===== src/rtl/bcd_to_7seg_if.sv =====
// ----------------------------------------------------------------------------
// bcd_to_7seg_if
//   Bundles the load strobe, code, display controls and the registered
//   segment/flag outputs of the BCD to 7-segment decoder.
//
//   i_en         load strobe; a new code is captured only when 1
//   i_bcd_in     4-bit code to decode (0-15)
//   i_hex_en     1 = codes 10-15 decode as hex glyphs, 0 = flagged invalid
//   i_blank      1 = force all segments off
//   i_lamp_test  1 = force all segments on (wins over i_blank)
//   o_seg_out    registered segment drive, bit 6 = a ... bit 0 = g
//   o_invalid    registered flag, 1 = last captured code was not displayable
//
//   master : drives the controls, observes the outputs (testbench / host)
//   slave  : the decoder itself
// ----------------------------------------------------------------------------
interface bcd_to_7seg_if;
    logic       i_en;
    logic [3:0] i_bcd_in;
    logic       i_hex_en;
    logic       i_blank;
    logic       i_lamp_test;
    logic [6:0] o_seg_out;
    logic       o_invalid;

    modport master (
        output i_en,
        output i_bcd_in,
        output i_hex_en,
        output i_blank,
        output i_lamp_test,
        input  o_seg_out,
        input  o_invalid
    );

    modport slave (
        input  i_en,
        input  i_bcd_in,
        input  i_hex_en,
        input  i_blank,
        input  i_lamp_test,
        output o_seg_out,
        output o_invalid
    );
endinterface


===== src/rtl/bcd_to_7seg.sv =====
// ----------------------------------------------------------------------------
// bcd_to_7seg
//   Registered BCD / hex to 7-segment decoder with blank and lamp-test
//   overrides and selectable output polarity. One cycle of latency from an
//   en=1 sample to the outputs; outputs hold while en=0.
//
//   Parameters
//     SEG_ACTIVE_LOW  0 = segment lit by logic 1, 1 = common-anode (inverted)
//
//   Ports
//     clk     single clock, rising edge
//     rst_n   asynchronous active-low reset; outputs go to all-off, flag 0
//     io_bus  bcd_to_7seg_if.slave (controls in, o_seg_out/o_invalid out)
// ----------------------------------------------------------------------------
module bcd_to_7seg #(
    parameter bit SEG_ACTIVE_LOW = 1'b0
) (
    input  logic                clk,
    input  logic                rst_n,
    bcd_to_7seg_if.slave        io_bus
);

    // Logical glyphs, a..g with a in bit 6, 1 = lit.
    localparam logic [6:0] GLYPH_0   = 7'b1111110;
    localparam logic [6:0] GLYPH_1   = 7'b0110000;
    localparam logic [6:0] GLYPH_2   = 7'b1101101;
    localparam logic [6:0] GLYPH_3   = 7'b1111001;
    localparam logic [6:0] GLYPH_4   = 7'b0110011;
    localparam logic [6:0] GLYPH_5   = 7'b1011011;
    localparam logic [6:0] GLYPH_6   = 7'b1011111;
    localparam logic [6:0] GLYPH_7   = 7'b1110000;
    localparam logic [6:0] GLYPH_8   = 7'b1111111;
    localparam logic [6:0] GLYPH_9   = 7'b1111011;
    localparam logic [6:0] GLYPH_A   = 7'b1110111;
    localparam logic [6:0] GLYPH_B   = 7'b0011111;
    localparam logic [6:0] GLYPH_C   = 7'b1001110;
    localparam logic [6:0] GLYPH_D   = 7'b0111101;
    localparam logic [6:0] GLYPH_E   = 7'b1001111;
    localparam logic [6:0] GLYPH_F   = 7'b1000111;
    localparam logic [6:0] GLYPH_OFF = 7'b0000000;
    localparam logic [6:0] GLYPH_ON  = 7'b1111111;

    // XOR mask turning a logical pattern into the physical drive.
    localparam logic [6:0] SEG_POLARITY = {7{SEG_ACTIVE_LOW}};

    logic [6:0] w_glyph;        // raw decode of the code, hex glyphs included
    logic       w_is_hex;       // code is in the 10-15 range
    logic [6:0] w_decoded;      // glyph after hex_en qualification
    logic       w_invalid;      // decode-only flag, ignores blank/lamp_test
    logic [6:0] w_logical;      // after lamp_test > blank > decode priority
    logic [6:0] w_physical;     // polarity applied

    logic [6:0] r_seg;
    logic       r_invalid;

    // Raw glyph lookup. Unknown codes fall to blank so X on the input
    // cannot propagate as a half-lit pattern.
    always_comb begin
        w_glyph = GLYPH_OFF;
        case (io_bus.i_bcd_in)
            4'd0:    w_glyph = GLYPH_0;
            4'd1:    w_glyph = GLYPH_1;
            4'd2:    w_glyph = GLYPH_2;
            4'd3:    w_glyph = GLYPH_3;
            4'd4:    w_glyph = GLYPH_4;
            4'd5:    w_glyph = GLYPH_5;
            4'd6:    w_glyph = GLYPH_6;
            4'd7:    w_glyph = GLYPH_7;
            4'd8:    w_glyph = GLYPH_8;
            4'd9:    w_glyph = GLYPH_9;
            4'd10:   w_glyph = GLYPH_A;
            4'd11:   w_glyph = GLYPH_B;
            4'd12:   w_glyph = GLYPH_C;
            4'd13:   w_glyph = GLYPH_D;
            4'd14:   w_glyph = GLYPH_E;
            4'd15:   w_glyph = GLYPH_F;
            default: w_glyph = GLYPH_OFF;
        endcase
    end

    // Codes 10-15 are only displayable when hex mode is on; otherwise they
    // blank and raise the flag. Codes 0-9 never raise the flag.
    always_comb begin
        w_is_hex  = (io_bus.i_bcd_in > 4'd9);
        w_invalid = w_is_hex && !io_bus.i_hex_en;
        w_decoded = w_invalid ? GLYPH_OFF : w_glyph;
    end

    // Override priority, then polarity on the final logical pattern.
    always_comb begin
        w_logical = w_decoded;
        if (io_bus.i_lamp_test) begin
            w_logical = GLYPH_ON;
        end else if (io_bus.i_blank) begin
            w_logical = GLYPH_OFF;
        end
        w_physical = w_logical ^ SEG_POLARITY;
    end

    // Output registers: reset to the physical all-off pattern, load only on en.
    always_ff @(posedge clk or negedge rst_n) begin
        if (!rst_n) begin
            r_seg     <= GLYPH_OFF ^ SEG_POLARITY;
            r_invalid <= 1'b0;
        end else if (io_bus.i_en) begin
            r_seg     <= w_physical;
            r_invalid <= w_invalid;
        end
    end

    assign io_bus.o_seg_out = r_seg;
    assign io_bus.o_invalid = r_invalid;

endmodule


===== src/flat_wrapper.sv =====
// flat-port wrapper written by rule: the top's interface ports become plain ports
module bcd_to_7seg_flat 
#(
    parameter bit SEG_ACTIVE_LOW = 1'b0
)
  (clk, rst_n, io_bus_i_en, io_bus_i_bcd_in, io_bus_i_hex_en, io_bus_i_blank, io_bus_i_lamp_test, io_bus_o_seg_out, io_bus_o_invalid);
  bcd_to_7seg_if io_bus_i ();
  input  logic clk;
  input  logic rst_n;
  input wire logic [$bits(io_bus_i.i_en)-1:0] io_bus_i_en;
  input wire logic [$bits(io_bus_i.i_bcd_in)-1:0] io_bus_i_bcd_in;
  input wire logic [$bits(io_bus_i.i_hex_en)-1:0] io_bus_i_hex_en;
  input wire logic [$bits(io_bus_i.i_blank)-1:0] io_bus_i_blank;
  input wire logic [$bits(io_bus_i.i_lamp_test)-1:0] io_bus_i_lamp_test;
  output wire logic [$bits(io_bus_i.o_seg_out)-1:0] io_bus_o_seg_out;
  output wire logic [$bits(io_bus_i.o_invalid)-1:0] io_bus_o_invalid;
  assign io_bus_i.i_en = io_bus_i_en;
  assign io_bus_i.i_bcd_in = io_bus_i_bcd_in;
  assign io_bus_i.i_hex_en = io_bus_i_hex_en;
  assign io_bus_i.i_blank = io_bus_i_blank;
  assign io_bus_i.i_lamp_test = io_bus_i_lamp_test;
  assign io_bus_o_seg_out = io_bus_i.o_seg_out;
  assign io_bus_o_invalid = io_bus_i.o_invalid;
  bcd_to_7seg #(.SEG_ACTIVE_LOW(SEG_ACTIVE_LOW)) u_core (.clk(clk), .rst_n(rst_n), .io_bus(io_bus_i));
endmodule

===== config.mk =====
export PLATFORM = sky130hd
export DESIGN_NAME = bcd_to_7seg_flat
export DESIGN_NICKNAME = d
export VERILOG_FILES = /design/src/rtl/bcd_to_7seg_if.sv /design/src/rtl/bcd_to_7seg.sv /design/src/flat_wrapper.sv
export SDC_FILE = /design/constraint.sdc
export NUM_CORES = 1
export LEC_CHECK = 0
export CAP_MARGIN = 25
export CORE_AREA = 2 2 39 41
export CTS_BUF_LIST = sky130_fd_sc_hd__clkbuf_2
export DETAILED_ROUTE_END_ITERATION = 8
export DIE_AREA = 0 0 41 43
export PLACE_DENSITY = 0.85
export SYNTH_ARGS = -nofsm -noshare
export SYNTH_HDL_FRONTEND = slang
export SYNTH_SLANG_ARGS = --single-unit

===== constraint.sdc =====
create_clock -name clk -period 1.4 [get_ports clk]
set_input_delay 0.28 -clock clk [delete_from_list [all_inputs] [get_ports clk]]
set_output_delay 0.28 -clock clk [all_outputs]
set_load 0.01 [all_outputs]

Word level (Yosys, flattened, before mapping)
Memories as Yosys holds them, arrays and structs flattened.
Cells that the tools add are included.
W data, S select, Z words.
{"block": "op_classes", "magnitude_cmp": 1, "muxes": 3, "reduce_logical": 2}
{"operator": "$mux W7", "n": 3}
{"operator": "$gt A4 B4 Y1 const B", "n": 1}
{"operator": "$logic_and A1 B1 Y1", "n": 1}
{"operator": "$logic_not A1 Y1", "n": 1}
{"block": "word_totals", "reg_bits": 8, "mem_bits_ro": 112, "inputBits": 10, "output_inout_bits": 8, "n_memories": 1}
{"memory": "(name not given)", "words": 16, "word_bits": 7, "read_ports": 1, "rd_ports_with_merged_regs": 0, "wr": 0, "line": "bcd_to_7seg.sv:60", "source": "case (io_bus.i_bcd_in)"}

Logic depth before layout (Yosys ltp)
{"block": "logic_depth", "ltp_word": 5, "mapped_depth": 5, "depth_no_buf": 5}

Least setup slack after synthesis
No wires, ideal clock.
{"block": "synth_path", "kind": "input -> register", "start": "in io_bus_i_bcd_in[0]", "end": "reg u_core.r_seg[3] (netlist: u_core.io_bus.o_seg_out[3])", "t_arrival_ns": 1.227, "required_time_ns": 1.310, "path_slack_ns": 0.083, "stages": 5, "path_buffers": 0, "cell_sequence": "inv_1 > ha_1 > inv_1 > mux4_2 > o221ai_1"}
{"block": "synth_between", "elab_chain_len": 5}
{"element": "start, declared", "line": "flat_wrapper.sv:11", "source": "input wire logic [$bits(io_bus_i.i_bcd_in)-1:0] io_bus_i_bcd_in;"}
{"element": "$gt A4 B4 Y1", "line": "bcd_to_7seg.sv:84", "source": "w_is_hex = (io_bus.i_bcd_in > 4'd9);"}
{"element": "$logic_and A1 B1 Y1", "line": "bcd_to_7seg.sv:85", "source": "w_invalid = w_is_hex && !io_bus.i_hex_en;"}
{"element": "$mux W7 *", "line": "bcd_to_7seg.sv:86", "source": "w_decoded = w_invalid ? GLYPH_OFF : w_glyph;"}
{"element": "$mux W7 *", "line": "bcd_to_7seg.sv:94", "source": "end else if (io_bus.i_blank) begin"}
{"element": "$mux W7 *", "line": "bcd_to_7seg.sv:92", "source": "if (io_bus.i_lamp_test) begin"}
{"element": "end signal, assigned", "line": "bcd_to_7seg.sv:103", "source": "r_seg <= GLYPH_OFF ^ SEG_POLARITY;"}
{"element": "end signal, assigned", "line": "bcd_to_7seg.sv:106", "source": "r_seg <= w_physical;"}
{"element": "end, declared", "line": "bcd_to_7seg.sv:53", "source": "logic [6:0] r_seg;"}
Mark *: on every way between the ends. The rest lies on a longest branch, timed or not.
A chain may end at the register's enable or synchronous reset.

Final worst setup path
{"block": "layout_path", "start": "in io_bus_i_bcd_in[1]", "end": "reg u_core.r_seg[6] (netlist: u_core.io_bus.o_seg_out[6])"}
Same word-level chain as after synthesis.

==> metrics.yaml <==
grt:
  gr-total-overflow: 0
  antenna_found_initial: 0
  grt_max_degree: 9
  grt_usage_pct: 22.1
  grt_pass1_wl_um: 2660
  grt_pass1_vias: 634
worst_setup_path:
  start_kind: "primary input"
  critPathArrivalTime_ns: 1.47
  crit_fanout: 4
  worstPathRequired_ns: 1.52
  criticalPathCategory: "in -> reg"
  endpoint_kind: "flip-flop"
  r2r_slack_ns: 0.51
timing:
  max_slew_margin_pct: 76.8
  finalCritPeriodShare_pct: 96.8
  setup_tns_ns: 0
  worstMarginPinSlew_ns: 0.347
  fmax_mhz: 738
  grt_setup_unrepaired: "true"
  fin_hold_ws_ns: 0.297
  setup_viol_count_final: 0
  finalHoldViolCount: 0
  slew_violations: 0
  fin_skew_ns: 0
  period_needed_ns: 1.35
  setup_ws_ns: 0.0452
cts:
  clkSinkCount: 8
  clock_latency_ns: 0.25
  cts_root_buffer: "clkbuf_2"
  clkTransAtPathRegs_ns: 0.08
  h-tree-depth: 1
  clk_path_buf_depth: 2
  cts_tree: "done"
  cts_hold_buf: 0
  numCtsBuffers: 3
yosys:
  yosys_warnings: 0
  ys_ff_latch: 8
  synth_top_cell_area_share_pct: 31.3
  synth_largest_area_cell: "dfrtp_1"
  ys_seq_area_share_pct: 31.3
  synthesis.area_um2: 639
  avgSynthCellArea_um2: 9.84
  yosysUniqueCellTypes: 29
  ys_top_cells_by_area: "dfrtp_1 31%, ha_1 9.8%, o221ai_1 8.2%"
  syn_nets: 80
  syn_inst: 65
final_layout:
  final_util_pct: 71.3
  n_fill_cell: 113
  final_cell_count_no_fill: 115
  syn_to_final_growth_pct: 54.4
  stdcell_area_um2: 987
  n_antenna_cell: 0
  drive_above_1_share_pct: 33.3
  final_nets: 116
detailed_routing:
  ant_nets: 0
  vias: 631
  wl_per_cell_um: 14.5
  wirelength_um: 1670
  dr.first_iter.drc_count: 8
  routed_via_density: 5.49
  firstDrtPassIters: 4
  route.detailed.drc: 0
run_status:
  status: "completed"
power_and_ir_drop:
  p_total_uw: 671
  peakVddDrop_mv: 0.272
  leakage_nw: 0.489
  p_per_area_mw_per_mm2: 680
placement:
  place_ws_ns: -0.579
  placed_area_um2: 930
  place.gp.congestion: 0.827
  dpl.hpwl_um: 1380
  io_buffers: 17
  post-place-cells: 112
floorplan:
  die_h_um: 43
  die_w_um: 41
  initial_core_util_pct: 46.2
  std_cell_rows: 14
  io_pins: 18
  coreArea_mm2: 0.00138
  dieArea_mm2: 0.00176
job:
  drv_cap: 0
worst_hold_path:
  hold_class: "in -> async"
[path summary, 6_finish.rpt]
path,start,depth (start not counted),endpoint
min reg2reg,u_core.io_bus.o_invalid,1,u_core.io_bus.o_invalid
max,io_bus_i_bcd_in[1],6,u_core.io_bus.o_seg_out[6]
min in group clk,u_core.io_bus.o_invalid,1,u_core.io_bus.o_invalid
max in group asynchronous,rst_n,1,u_core.io_bus.o_seg_out[0]
max reg2reg,u_core.io_bus.o_seg_out[1],2,u_core.io_bus.o_seg_out[1]
min,rst_n,1,u_core.io_bus.o_seg_out[3]
[power breakdown]
part | leakage (nW) | internal (mW) | switching, mW | total [mW]
sequential | 0.0933 | 0.257 | 0.0133 | 0.270
clock | 0.0125 | 0.0584 | 0.0840 | 0.142
combinational | 0.383 | 0.134 | 0.124 | 0.258
[logic make-up after synthesis]
logic type	count (synthesis)	synth area share, %
AOI/OAI and AO/OA	20	27.8
adders and majority gates	5	9.78
buffers and inverters	14	10.8
DFF	8	31.3
muxes	3	6.65
and+or+nand+nor	15	13.7
[what timing repair did]
item	in CTS	in global routing
pin swaps	2	2
gates resized for setup	22	3
setup buffers	0	0
endpoints found under the setup margin	16	6
[metal layers]
layer / GRT usage (%) / vias to the layer above / wire, µm
met5: 0 / - / 0
met4: 11.3 / 0 / 37
met3: 3.66 / 6 / 65
met2: 38.4 / 24 / 954
met1: 23.6 / 294 / 609
li1: - / 307 / -
[synth_stat cells]
| cell type | instances |
|---|---|
| nor2_2 | 1 |
| nor3_1 | 1 |
| o31ai_2 | 1 |
| mux4_2 | 1 |
| a211oi_2 | 1 |
| dfrtp_1 | 8 |
| o31ai_1 | 1 |
| mux2i_1 | 2 |
| and2b_1 | 1 |
| inv_1 | 11 |
| a21boi_0 | 1 |
| and2_1 | 1 |
| nand2_1 | 2 |
| o221ai_1 | 6 |
| nand2b_1 | 2 |
| o21ba_2 | 1 |
| o21ai_2 | 1 |
| a21o_1 | 1 |
| nor2b_1 | 2 |
| o211ai_1 | 3 |
| nor2_1 | 2 |
| buf_6 | 2 |
| ha_1 | 5 |
| buf_2 | 1 |
| a21bo_1 | 1 |
| o311ai_0 | 1 |
| o21a_1 | 1 |
| o311a_1 | 1 |
| nand3b_1 | 3 |
[registers in the layout, indices dropped and copies added, names as in the netlist]
| name | cells |
|---|---|
| u_core.io_bus.o_seg_out | 7 |
| u_core.io_bus.o_invalid | 1 |
[worst max-delay path, cell delays in order]
cell and delay, ns:
dlygate4sd2_1 0.23, inv_1 0.08, ha_1 0.22, o21ba_4 0.24
o31ai_4 0.26, o221ai_1 0.16
[placed cells by master, fill, tap and decap left out, types with 2 or more instances in the layout]
cell / n
buf_4: 17
clkbuf_2: 4
clkdlybuf4s50_1: 5
dfrtp_1: 8
dlygate4sd2_1: 10
ha_1: 3
inv_1: 11
mux2i_1: 2
nand2_1: 2
nand2b_1: 2
nand3b_1: 3
nor2_1: 2
nor2b_1: 2
o211ai_1: 3
o221ai_1: 4
o221ai_2: 2
[final cells by class]
class | instances | area [µm²] | share of cell area [%]
clock buffer | 3 | 15.0 | 1.52
inverter | 11 | 41.3 | 4.18
multi-input combinational | 43 | 428 | 43.3
sequential | 8 | 200 | 20.3
tap | 16 | 20.0 | 2.03
timing repair buffer | 34 | 283 | 28.6
Note: power is estimated with default switching activity, not from simulation.
